`config.mk`:
```
export PLATFORM = sky130hd
export DESIGN_NAME = ps2_keycode
export DESIGN_NICKNAME = d
export VERILOG_FILES = /design/src/rtl/ps2_keycode.sv
export SDC_FILE = /design/constraint.sdc
export NUM_CORES = 1
export LEC_CHECK = 0
export CAP_MARGIN = 20
export CORE_MARGIN = 2
export CORE_UTILIZATION = 58
export CTS_CLUSTER_DIAMETER = 120
export DETAILED_ROUTE_END_ITERATION = 8
export PLACE_DENSITY = 0.77
export SYNTH_ARGS = -nofsm -noshare
export SYNTH_HDL_FRONTEND = slang
export SYNTH_SLANG_ARGS = --single-unit
```
`constraint.sdc`:
```
create_clock -name pixel_clk -period 2.8 [get_ports pixel_clk]
set_clock_uncertainty 0.05 [all_clocks]
set_input_delay 0.56 -clock pixel_clk [delete_from_list [all_inputs] [get_ports pixel_clk]]
set_output_delay 0.56 -clock pixel_clk [all_outputs]
set_load 0.005 [all_outputs]
```
`src/rtl/ps2_keycode.sv`:
```
// ps2_keycode: PS/2 Set-2 receiver that tracks the held game key (D/F/Space/J/K) as a HID keycode.
// Latency: keycode/key_event update 2 cycles after the filtered falling edge that samples the stop bit.
// Backpressure: none; a keyboard cannot be stalled, so every byte is decoded the moment it arrives.
module ps2_keycode #(
    parameter int FILTER_LEN     = 4,
    parameter int TIMEOUT_CYCLES = 25000
) (
    input  logic       pixel_clk,
    input  logic       Reset,
    input  logic       ps2_clk,
    input  logic       ps2_data,
    output logic [7:0] keycode,
    output logic       key_event,
    output logic       rx_err
);
    localparam int FW = $clog2(FILTER_LEN + 1);
    localparam int TW = $clog2(TIMEOUT_CYCLES + 1);

    typedef enum logic [1:0] {IDLE, DATA, PAR, STOP} frame_state_t;
    typedef enum logic [1:0] {NORM, BRK, EXT, EXTBRK} dec_state_t;

    logic [1:0]    clk_sync;
    logic [1:0]    data_sync;
    logic          clk_f;
    logic          fe;
    logic [FW-1:0] filt_cnt;

    frame_state_t  frame_state;
    logic [2:0]    bit_idx;
    logic [7:0]    shift_dat;
    logic          par_bit;
    logic [TW-1:0] tmo_cnt;
    logic          byte_rdy;

    dec_state_t    dec_state;
    logic [7:0]    rx_hid;

    // Set-2 make/break code to HID usage; 0 means the key is not one we track.
    function automatic logic [7:0] to_hid(input logic [7:0] sc);
        case (sc)
            8'h23:   return 8'h07;
            8'h2B:   return 8'h09;
            8'h29:   return 8'h2C;
            8'h3B:   return 8'h0D;
            8'h42:   return 8'h0E;
            default: return 8'h00;
        endcase
    endfunction

    // shift_dat holds the last good byte untouched until the next frame's first data bit.
    assign rx_hid = to_hid(shift_dat);

    // Two-flop synchronizers for both pins; an idle PS/2 bus sits high.
    always_ff @(posedge pixel_clk) begin
        if (Reset) begin
            clk_sync  <= 2'b11;
            data_sync <= 2'b11;
        end else begin
            clk_sync  <= {clk_sync[0], ps2_clk};
            data_sync <= {data_sync[0], ps2_data};
        end
    end

    // Debounce the PS/2 clock: follow a new level only after FILTER_LEN agreeing samples,
    // and flag the 1->0 transition for exactly one cycle.
    always_ff @(posedge pixel_clk) begin
        if (Reset) begin
            clk_f    <= 1'b1;
            filt_cnt <= '0;
            fe       <= 1'b0;
        end else begin
            fe <= 1'b0;
            if (clk_sync[1] == clk_f) begin
                filt_cnt <= '0;
            end else if (filt_cnt == FW'(FILTER_LEN - 1)) begin
                clk_f    <= clk_sync[1];
                filt_cnt <= '0;
                fe       <= clk_f;
            end else begin
                filt_cnt <= filt_cnt + FW'(1);
            end
        end
    end

    // Frame receiver: start, 8 data bits LSB-first, odd parity, stop; a stalled frame is dropped.
    always_ff @(posedge pixel_clk) begin
        if (Reset) begin
            frame_state <= IDLE;
            bit_idx     <= '0;
            shift_dat   <= '0;
            par_bit     <= 1'b0;
            tmo_cnt     <= '0;
            byte_rdy    <= 1'b0;
            rx_err      <= 1'b0;
        end else begin
            byte_rdy <= 1'b0;
            rx_err   <= 1'b0;

            if (frame_state == IDLE || fe)
                tmo_cnt <= '0;
            else
                tmo_cnt <= tmo_cnt + TW'(1);

            case (frame_state)
                IDLE: begin
                    // A high sample on an edge here is line noise, not a start bit.
                    if (fe && !data_sync[1]) begin
                        frame_state <= DATA;
                        bit_idx     <= '0;
                    end
                end
                DATA: begin
                    if (fe) begin
                        shift_dat <= {data_sync[1], shift_dat[7:1]};
                        bit_idx   <= bit_idx + 3'd1;
                        if (bit_idx == 3'd7)
                            frame_state <= PAR;
                    end
                end
                PAR: begin
                    if (fe) begin
                        par_bit     <= data_sync[1];
                        frame_state <= STOP;
                    end
                end
                STOP: begin
                    if (fe) begin
                        frame_state <= IDLE;
                        if (data_sync[1] && (^{shift_dat, par_bit}))
                            byte_rdy <= 1'b1;
                        else
                            rx_err <= 1'b1;
                    end
                end
                default: frame_state <= IDLE;
            endcase

            // Keyboard went quiet mid-frame: abandon whatever was collected.
            if (frame_state != IDLE && !fe && tmo_cnt == TW'(TIMEOUT_CYCLES - 1)) begin
                rx_err      <= 1'b1;
                frame_state <= IDLE;
                tmo_cnt     <= '0;
            end
        end
    end

    // Prefix decoder and held-key tracker; extended (E0) sequences are swallowed entirely.
    always_ff @(posedge pixel_clk) begin
        if (Reset) begin
            dec_state <= NORM;
            keycode   <= '0;
            key_event <= 1'b0;
        end else begin
            key_event <= 1'b0;
            if (byte_rdy) begin
                case (dec_state)
                    NORM: begin
                        if (shift_dat == 8'hF0) begin
                            dec_state <= BRK;
                        end else if (shift_dat == 8'hE0) begin
                            dec_state <= EXT;
                        end else if (rx_hid != 8'h00 && rx_hid != keycode) begin
                            // Typematic repeats of the held key fall through silently.
                            keycode   <= rx_hid;
                            key_event <= 1'b1;
                        end
                    end
                    BRK: begin
                        dec_state <= NORM;
                        // Releasing a key other than the one shown leaves the display alone.
                        if (rx_hid != 8'h00 && rx_hid == keycode) begin
                            keycode   <= 8'h00;
                            key_event <= 1'b1;
                        end
                    end
                    EXT:     dec_state <= (shift_dat == 8'hF0) ? EXTBRK : NORM;
                    EXTBRK:  dec_state <= NORM;
                    default: dec_state <= NORM;
                endcase
            end
        end
    end

endmodule

```
# Word level (Yosys, flattened, before mapping)
# Cells that the tools add are included.
[totals] regBits=51 in_bits=4 output_inout_bits=10 word_cells=111
[classes] n_addsub=3 n_eq_ne=29 muxes=29 bitwise=5 reduce_logical=30
[op_table] op="8-bit by 6-bit equality test with 1-bit output, second input constant" n=4
[op_table] op="8-bit two-way mux" n=4
[op_table] op="6-bit case mux with 5 select lines" n=1
[op_table] op="8-bit equality test, second input constant" n=2
[op_table] op="2-bit two-way mux" n=8
[op_table] op="2-bit != test, second input constant" n=8
[op_table] op="8-bit case mux with 2 select lines" n=1
[op_table] op="15-bit by 1-bit adder with 15-bit output, second input constant" n=1
[op_table] op="15-bit equality test, second input constant" n=1
[op_table] op="3-bit OR reduction" n=4
[op_table] op="1-bit two-way mux" n=9
[op_table] op="9-bit parity" n=1
[op_table] op="2-bit equality test, second input constant" n=4
[op_table] op="8-bit by 7-bit equality test with 1-bit output, second input constant" n=1
[op_table] op="8-bit equality test" n=1
[op_table] op="8-bit != test" n=1
[op_table] op="2-bit case mux with 4 select lines" n=1
[op_table] op="2-bit AND reduction" n=4
[op_table] op="8-bit nonzero test" n=1
[op_table] op="3-bit by 1-bit adder with 3-bit output, second input constant" n=2
[op_table] op="1-bit logical AND" n=6
[op_table] op="3-bit two-way mux" n=2
[op_table] op="2-bit case mux with 3 select lines" n=1
[op_table] op="3-bit case mux with 2 select lines" n=1
[op_table] op="16 further kinds" n=27

# Longest topological paths before layout
[logic_depth] word_depth=8 depth_mapped=10 ltp_nobuf=8

# Least setup slack after synthesis
# No wires, ideal clock.
[synth_path] path_kind="reg2reg" from="register shift_dat[5]" to="register keycode[0]" setup_ns=0.132 arrival_ns=2.100 required_ns=2.618 path_slack_ns=0.517 path_stages_with_launch=9 path_buffers=1 cell_sequence="dfxtp_1 > clkbuf_1 > or3b_2 > a211o_1 > nor3_1 > o21ai_1 > a21oi_4 > mux2i_1 > o32ai_1"
[synth_via] elab_chain_len=6 elab_cells_between_ends=22 cone_classes="eq/ne: 13; mux: 5; reduce/logical: 4"
[synth_rtl] item="from (decl)" line_no="30" text="logic [7:0] shift_dat;"
[synth_rtl] item="from (signal assigned)" line_no="114" text="shift_dat <= {data_sync[1], shift_dat[7:1]};"
[synth_rtl] item="8-bit by 7-bit equality test with 1-bit output / 8-bit by 6-bit equality test with 1-bit output (equally long branches)" line_no="40" text="case (sc)"
[synth_rtl] item="6-bit case mux with 5 select lines" line_no="40"
[synth_rtl] item="8-bit equality test, or another cell as far along" line_no="171" text="if (rx_hid != 8'h00 && rx_hid == keycode) begin"
[synth_rtl] item="1-bit logical AND, or another cell as far along" line_no="171"
[synth_rtl] item="2-bit != test (no line) / 8-bit two-way mux (equally long branches)"
[synth_rtl] item="6-bit AND reduction (no line) / 8-bit case mux with 2 select lines (equally long branches)"
[synth_rtl] item="to (signal assigned)" line_no="164" text="keycode <= rx_hid;"
[synth_rtl] item="to (decl)" line_no="12" text="output logic [7:0] keycode,"
# Parallel ways exist; a longest one is shown, timed or not. The select of a mux whose other input is x is not followed.
# A chain may end at the register's enable or synchronous reset.

# Worst setup path in the final report
[layout_path] from="register shift_dat[1]" to="register keycode[0]"
# The elaborated chain is that of the path after synthesis.

==> impl_metrics.csv <==
group,metric,value,unit
sta,clock.fmax,0.393,GHz
status,status,"complete, no violations",
clocking,cts_htree_levels,2,
place,dp_hpwl,2780,um
clocking,cts_buffer_depth,2,
yosys,synth.yosys.seq_area_share,40.8,%
routing,viasPerCell,5.45,
finish,seq_area,961,um2
place,gp_congestion,0.764,
yosys,syn_area,2350,um2
routing,drc_errors,0,
power,leakagePower,0.847,nW
grt,grt_pass1_wl,6740,um
die,initial_core_util,59.7,%
clocking,cts.sinks,48,
clocking,cts_tree,"yes",
power,power,1.33,mW
die,io-pin-count,14,
power,power_density,516,nW/um2
die,die_w,67.7,um
worst_setup_path,worst_path_max_delay_cell,"or4b_4",
yosys,synth_area_per_cell,8.35,um2
grt,overflow,0,
finish,multi_input_area,1270,um2
yosys,ys_async_sr_fraction,0,%
place,place_area,2470,um2
sta,max_slew_margin,60.7,%
routing,antenna_left,0,
worst_setup_path,cp_max_fo,8,
clocking,insertion_delay,0.30,ns
clocking,cts.reportedPaths.clkPinSlew,0.09,ns
routing,dr.first_iter.drc_count,112,
clocking,post_cts_resized,0,
worst_setup_path,worst_ep_required_time,2.93,ns
sta,slew_violations,0,
worst_setup_path,slowest_delay,0.53,ns
sta,setup_viol,0,
worst_setup_path,cp-start-kind,"flip-flop",
finish,fin_nets,300,
sta,period_share,91.0,%
place,placed_cells,330,
finish,layout.cells.non_filler,338,
worst_setup_path,crit_arrival,2.68,ns
finish,nFillCells,305,
yosys,yosysWarnings,0,
die,core_area,3940,um2
finish,syn2layout_area_growth,9.40,%
finish,n_antenna_cell,0,
yosys,synth_cell_types,45,
clocking,root_buffer,"clkbuf_8",
sta,period_needed,2.55,ns
worst_setup_path,cp-end-kind,"flip-flop",
flow_run,cap_violations,0,
sta,finalSetupTns,0,ns
sta,hold_viol,0,
routing,vias,1843,
routing,drt-pass1-iter-count,4,
finish,design_area,2580,um2
clocking,cts_post_setup_buffers_inserted,0,
grt,grt_use_total,19.5,%
routing,wirelength,3940,um
grt,grt_pass1_vias,1574,
hold_path,hold_class,"flip-flop to flip-flop",
sta,worstMarginPinSlew,0.585,ns
grt,antenna_found_initial,0,
worst_setup_path,critical_path_class,"flip-flop to flip-flop",
sta,rsz0062_at_grt,"no",
finish,layout-drive-gt1-share,5.90,%
die,die_y,67.7,um
worst_setup_path,crit_chain,"or4b_4 -> a211o_1 -> nor3_1 -> o21ai_1 -> a21oi_4 -> mux2i_1 -> o32ai_1",
worst_setup_path,cp_top_family,"compound AO/OA/AOI/OAI gates",
die,dieArea,4590,um2
clocking,numCtsBuffers,5,
grt,grt_max_degree,31,
worst_setup_path,worst-path-buf-inv,0,
clocking,hold_buffers,0,
power,irDropWorstVdd,0.000461,V
die,num_rows,23,
routing,post_drt_wl_per_cell,11.7,um
yosys,synth-edff-count,0,
yosys,synthCells,282,
yosys,ys_ff_latch,48,
place,io_buffers,10,
yosys,ys.flop_type,"dfxtp_1",
## kinds of logic after synthesis
kind of cell | count (synthesis) | share of synthesized area, %
other cells | 1 | 0.159
compound gates | 37 | 10.5
flops | 48 | 40.8
mux | 4 | 1.70
buf+inv | 30 | 5.42
simple gates | 127 | 26.9
fa+ha+maj | 9 | 4.78
xor+xnor | 26 | 9.67
## flip-flops by register name, indices dropped and copies added, names as in the netlist
name	count
par_bit	1
key_event	1
data_sync	2
filt_cnt	3
fe	1
clk_sync	2
shift_dat	8
clk_f	1
rx_err	1
dec_state	2
tmo_cnt	15
byte_rdy	1
bit_idx	3
frame_state	2
keycode	5
## layer usage
| metal | up-vias | routed length, um | part of all wire, % | track usage, % |
|---|---|---|---|---|
| met1 | 852 | 1970 | 50 | 25.6 |
| li1 | 958 | - | - | - |
| met4 | 0 | 75 | 1.9 | 8.42 |
| met2 | 26 | 1760 | 45 | 30.0 |
| met5 | - | 0 | 0 | 0 |
| met3 | 7 | 142 | 3.6 | 5.00 |
## cells in the mapped netlist (2+ instances only)
library cell,n,area (um2)
o32ai_1,5,43.8
nand3_1,18,90.1
ha_1,9,113
and3_1,2,12.5
nand4_1,3,18.8
a21oi_1,17,85.1
clkbuf_1,10,37.5
nor3_1,8,40.0
a211o_1,2,17.5
buf_4,3,22.5
a22oi_1,3,22.5
or2_1,2,12.5
nand3b_1,3,22.5
or2_2,4,25.0
nand2b_1,5,31.3
nor4_1,2,12.5
xor2_1,8,70.1
inv_1,13,48.8
o2111ai_1,2,17.5
nor2_1,41,154
or3_1,4,25.0
a31oi_1,2,12.5
o21ai_1,2,10.0
dfxtp_1,48,961
mux2i_1,4,40.0
nand2_1,24,90.1
buf_2,3,15.0
xnor2_1,18,158
## path summary, 6_finish.rpt
kind | slack [ns] | start | cells past startpoint | to
setup / recovery | 0.25 | shift_dat[1]$_SDFFE_PP0P_ | 7 | keycode[0]$_SDFFE_PP0P_
hold / removal | 0.36 | clk_sync[0]$_SDFF_PP1_ | 1 | clk_sync[1]$_SDFF_PP1_
setup reg to reg | 0.25 | shift_dat[1]$_SDFFE_PP0P_ | 7 | keycode[0]$_SDFFE_PP0P_
hold reg to reg | 0.36 | clk_sync[0]$_SDFF_PP1_ | 1 | clk_sync[1]$_SDFF_PP1_
## layout by cell type, fill, tap and decap left out, types with 2 or more instances in the layout
cell type,instances
a211o_1,2
a21oi_1,17
a22oi_1,3
a31oi_1,2
and3_1,2
buf_4,3
clkbuf_8,5
clkdlybuf4s50_1,10
conb_1,3
dfxtp_1,48
ha_1,9
inv_1,13
mux2i_1,4
nand2_1,24
nand2b_1,5
nand3_1,18
nand3b_1,3
nand4_1,3
nor2_1,41
nor3_1,8
nor4_1,2
o2111ai_1,2
o21ai_1,2
o32ai_1,5
or2_1,2
or2_2,4
or3_1,4
xnor2_1,18
xor2_1,8
## power by group
group	internal [mW]	switching (mW)	leakage, nW
registers	0.696	0.0132	0.388
logic	0.0488	0.0824	0.405
clock network	0.265	0.225	0.0552
## final cells by class
cell class | instances | share of cell area (%)
Timing Repair Buffer | 13 | 4.76
Inverter | 13 | 1.89
Multi-Input combinational cell | 206 | 49.4
Tap cell | 50 | 2.43
Clock inverter | 2 | 1.36
Clock buffer | 6 | 2.82
Sequential cell | 48 | 37.3
## metrics by stage
stage / worst slack (ns) / util (%) / hold WS (ns)
2_1_floorplan: 0.517 / - / 0.339
3_3_place_gp: 0.374 / 62.6 / 0.342
3_5_place_dp: 0.296 / 62.6 / 0.346
4_1_cts: 0.279 / 65.3 / 0.366
5_1_grt: 0.0375 / 65.3 / 0.373
6_report: 0.253 / 65.3 / 0.362
Note: power is estimated with default switching activity, not from simulation.
